==> src/rtl/game_shot_clock.sv <==
// game_shot_clock: period game clock, shot clock, period counter and horn for one game
module game_shot_clock #(
  parameter int PERIOD_MIN  = 12,
  parameter int SHOT_SEC    = 24,
  parameter int NUM_PERIODS = 4,
  parameter int BUZZ_CYCLES = 50
) (
  input  logic       clk,
  input  logic       rst_n,
  input  logic       tick,
  input  logic       start,
  input  logic       stop,
  input  logic       shot_reset,
  output logic [3:0] game_min,
  output logic [5:0] game_sec,
  output logic [4:0] shot_sec,
  output logic [2:0] period,
  output logic       running,
  output logic       shot_violation,
  output logic       buzzer,
  output logic       game_over
);
  localparam int BW = $clog2(BUZZ_CYCLES + 1);
  localparam logic [4:0] SHOT = 5'(SHOT_SEC);
  localparam logic [3:0] PMIN = 4'(PERIOD_MIN);
  typedef enum logic [2:0] {IDLE, RUN, PAUSE, EXPIRED, GAME_OVER} state_t;
  state_t state, state_n;
  logic [3:0] min_n, dec_min;
  logic [5:0] sec_n, dec_sec;
  logic [4:0] shot_n, dec_shot;
  logic [2:0] period_n;
  logic fire, viol_n, game_end, shot_end;
  logic [BW-1:0] buzz_cnt;
  always_comb begin
    dec_sec  = game_sec != 6'd0 ? game_sec - 6'd1 : (game_min != 4'd0 ? 6'd59 : 6'd0);
    dec_min  = (game_sec == 6'd0 && game_min != 4'd0) ? game_min - 4'd1 : game_min;
    dec_shot = shot_reset ? SHOT : (shot_sec != 5'd0 ? shot_sec - 5'd1 : 5'd0);
    game_end = dec_min == 4'd0 && dec_sec == 6'd0;
    // a reload on the same tick cancels the violation; game expiry outranks it
    shot_end = !shot_reset && shot_sec == 5'd1;
    state_n  = state;
    min_n    = game_min;
    sec_n    = game_sec;
    shot_n   = shot_sec;
    period_n = period;
    fire     = 1'b0;
    viol_n   = 1'b0;
    case (state)
      IDLE, PAUSE: begin
        shot_n  = shot_reset ? SHOT : shot_sec;
        state_n = (start && !stop) ? RUN : state;
      end
      RUN: begin
        min_n  = tick ? dec_min : game_min;
        sec_n  = tick ? dec_sec : game_sec;
        shot_n = tick ? dec_shot : (shot_reset ? SHOT : shot_sec);
        if (tick && game_end) begin
          state_n = int'(period) < NUM_PERIODS ? EXPIRED : GAME_OVER;
          fire    = 1'b1;
        end else if (tick && shot_end) begin
          state_n = PAUSE;
          fire    = 1'b1;
          viol_n  = 1'b1;
        end else if (stop) begin
          state_n = PAUSE;
        end
      end
      EXPIRED: if (start) begin
        period_n = period + 3'd1;
        min_n    = PMIN;
        sec_n    = 6'd0;
        shot_n   = SHOT;
        state_n  = IDLE;
      end
      default: ;
    endcase
  end
  always_ff @(posedge clk or negedge rst_n) begin
    if (!rst_n) begin
      state          <= IDLE;
      game_min       <= PMIN;
      game_sec       <= 6'd0;
      shot_sec       <= SHOT;
      period         <= 3'd1;
      running        <= 1'b0;
      shot_violation <= 1'b0;
      game_over      <= 1'b0;
      buzzer         <= 1'b0;
      buzz_cnt       <= '0;
    end else begin
      state          <= state_n;
      game_min       <= min_n;
      game_sec       <= sec_n;
      shot_sec       <= shot_n;
      period         <= period_n;
      running        <= state_n == RUN;
      shot_violation <= viol_n;
      game_over      <= state_n == GAME_OVER;
      buzz_cnt       <= fire ? BW'(BUZZ_CYCLES) : (buzz_cnt != '0 ? buzz_cnt - BW'(1) : '0);
      buzzer         <= fire || buzz_cnt > BW'(1);
    end
  end
endmodule

==> config.mk <==
export PLATFORM = sky130hd
export DESIGN_NAME = game_shot_clock
export DESIGN_NICKNAME = d
export VERILOG_FILES = /design/src/rtl/game_shot_clock.sv
export SDC_FILE = /design/constraint.sdc
export NUM_CORES = 1
export LEC_CHECK = 0
export CAP_MARGIN = 40
export CORE_MARGIN = 1
export CORE_UTILIZATION = 50
export CTS_CLUSTER_DIAMETER = 60
export DETAILED_ROUTE_END_ITERATION = 7
export DONT_BUFFER_PORTS = 1
export MAX_ROUTING_LAYER = met4
export SLEW_MARGIN = 20
export SYNTH_ARGS = -nofsm -noshare
export SYNTH_HDL_FRONTEND = slang
export SYNTH_SLANG_ARGS = --single-unit
export TNS_END_PERCENT = 30
==> constraint.sdc <==
create_clock -name clk -period 4.36 [get_ports clk]
set_input_delay 0.436 -clock clk [delete_from_list [all_inputs] [get_ports clk]]
set_output_delay 0.436 -clock clk [all_outputs]
set_load 0.1 [all_outputs]
==> results.sh <==
export IMPL_outcome="finished clean"
export IMPL_synthFlopType="dfrtp_1"
export IMPL_mostFrequentLayoutCell="dfrtp_1"
export IMPL_ys_seq_area_share_pct=43.6
export IMPL_grt_pass1_vias=1484
export IMPL_critPathArrivalTime_ns=2.77
export IMPL_relSlewSlack_pct=42.3
export IMPL_gp_congestion=0.850
export IMPL_drive_gt1_share_pct=16.1
export IMPL_async_reset_ff_share_pct=100
export IMPL_cts_tree="yes"
export IMPL_design_die_area_um2=3830
export IMPL_ys_ff_latch=31
export IMPL_tightestPinTransition_ns=0.866
export IMPL_die_w_um=61.9
export IMPL_vias_per_cell=5.89
export IMPL_layout_common_cells="dfrtp_1, nand2_1, o21ai_0"
export IMPL_rsz0062_at_grt="false"
export IMPL_setup_viol=0
export IMPL_synth_edff_count=0
export IMPL_wirelength_mm=4.12
export IMPL_vias=1590
export IMPL_regArea_um2=782
export IMPL_crit_family="simple AND/OR/NAND/NOR gates"
export IMPL_clockRootBuffer="clkbuf_4"
export IMPL_p_leak_uw=0.00103
export IMPL_fin_skew_ns=0.0124
export IMPL_n_fill_cell=247
export IMPL_grt_max_degree=32
export IMPL_slew_violations=0
export IMPL_cap_viol_max_count=0
export IMPL_peakVddDrop_uv=361
export IMPL_syn_nets=209
export IMPL_start_kind="register"
export IMPL_syn_inst=193
export IMPL_crit_path_end_kind="register"
export IMPL_area_growth_synth_to_final_pct=31.3
export IMPL_htreeDepth=2
export IMPL_crit_chain="buf_6 -> inv_1 -> ha_1 -> nor3b_4 -> and2_4 -> o31ai_1 -> and4_1 -> or4_1 -> a21boi_1"
export IMPL_hp_class="input port to register"
export IMPL_antenna_found_initial=0
export IMPL_remaining_drc_errors=0
export IMPL_grt_overflow_total=0
export IMPL_fmax_mhz=398
export IMPL_start_util_pct=52.9
export IMPL_portBuffers=0
export IMPL_io_pins=28
export IMPL_finalInstanceArea_um2=2350
export IMPL_crit_required_ns=4.62
export IMPL_clkTransAtPathRegs_ns=0.09
export IMPL_ant_nets=0
export IMPL_powerDensity_nw_per_um2=822
export IMPL_cts_buffers=5
export IMPL_core_um2=3390
export IMPL_firstDrtPassIters=4
export IMPL_ys_types=48
export IMPL_antenna_cells=0
export IMPL_grt_pass1_wl_mm=6.72
export IMPL_critPathBufInv=2
export IMPL_yosysWarnings=0
export IMPL_critPathKind="register to register"
export IMPL_grtUsageTotal_pct=25.4
export IMPL_dieHeight_um=61.9
export IMPL_hold_viol=0
export IMPL_multi_input_area_um2=942
export IMPL_placementRows=21
export IMPL_syn_area_um2=1790
export IMPL_drt_initial_drc_count=83
export IMPL_cp_slowest_cell="or4_1"
export IMPL_cp_slowest_stage_delay_ns=0.50
export IMPL_nets=239
export IMPL_period_needed_ns=2.51
export IMPL_clock_latency_ns=0.34
export IMPL_dpl_cell_area_um2=2250
export IMPL_tns_ns=0
export IMPL_clock_path_buffers=2
export IMPL_wire_per_inst_um=15.2
export IMPL_post_route_period_util_pct=57.7
export IMPL_crit_fanout=8
export IMPL_place_hpwl_mm=3.01
export IMPL_cts_num_sinks=31
export IMPL_post_cts_resized=0
export IMPL_syn_avg_cell_area_um2=9.29
-- layout make-up --
| cell class | instances | share of cell area (%) |
|---|---|---|
| clock buffer | 7 | 1.91 |
| inverter | 12 | 1.91 |
| timing repair buffer | 27 | 19.2 |
| clock inverter | 1 | 1.28 |
| multi-input combinational | 146 | 40.0 |
| tap | 46 | 2.45 |
| sequential | 31 | 33.2 |
-- through the flow --
stage	hold slack (ns)	setup slack, ns	instances	utilization (%)	total power (uW)
5_1_grt	0.201	1.73	270	69.4	2050
4_1_cts	0.186	1.86	270	69.4	1940
3_5_place_dp	0.141	1.88	260	66.3	1700
2_1_floorplan	0.140	1.58	193	-	1290
3_3_place_gp	0.141	1.39	236	54.1	1390
6_report	0.197	1.85	270	69.4	1930
-- cell families (layout without fill, tap and decap cells) --
family / after synthesis / in the layout / share of synthesized area (%)
simple gates: 80 / 80 / 24.6
compound gates: 48 / 48 / 17.0
flops: 31 / 31 / 43.6
buf+inv: 16 / 47 / 3.84
fa+ha+maj: 10 / 10 / 6.98
xor+xnor: 7 / 7 / 3.42
mux: 1 / 1 / 0.558
-- sequential cells by signal, summed over array words and instances (netlist names) --
| signal | flops |
|---|---|
| buzz_cnt | 6 |
| game_sec | 6 |
| shot_sec | 5 |
| game_min | 4 |
| period | 3 |
| state | 3 |
| buzzer | 1 |
| game_over | 1 |
| running | 1 |
| shot_violation | 1 |
-- metal layers --
metal / global-route usage (%) / part of all wire (%)
met5: - / 0
met4: 13.7 / 1.9
met3: 4.76 / 5.4
met2: 38.9 / 49
met1: 31.7 / 43
-- report_power, final --
part           internal [uW]  switching (uW)  leakage, uW  total, uW
clock                    122             101    0.0000395        222
sequential               396             286     0.000383        683
combinational            432             596     0.000605       1030
total                    950             983      0.00103       1930
-- final timing paths --
kind	from	endpoint	slack (ns)	cells past startpoint
worst max register to register	game_sec[0]$_DFFE_PN0P_	running$_DFF_PN0_	1.85	9
min in group asynchronous	rst_n	buzz_cnt[3]$_DFF_PN0_	0.52	2
worst max-delay path	game_sec[0]$_DFFE_PN0P_	running$_DFF_PN0_	1.85	9
max in group asynchronous	rst_n	game_min[2]$_DFFE_PN1P_	3.58	2
worst min-delay path	shot_reset	shot_sec[2]$_DFFE_PN0P_	0.20	1
worst min register to register	buzz_cnt[5]$_DFF_PN0_	buzzer$_DFF_PN0_	0.58	2
-- synth_stat cells, types with 4 or more instances --
cell type	instances	area share, %
dfrtp_1	26	36
nand2_1	23	4.8
o21ai_0	21	5.9
inv_1	12	2.5
nor2_1	12	2.5
ha_1	10	7.0
nand3_1	8	2.2
nor3_1	7	2.0
a21oi_1	6	1.7
dfstp_2	5	7.3
and3_1	4	1.4
xnor2_1	4	2.0
-- timing repair --
item,4_1_cts,5_1_grt
hold buffers,2,0
endpoints found under the hold margin,31,0
buffers inserted,0,0
No activity file was read; power rests on OpenSTA's default activity.
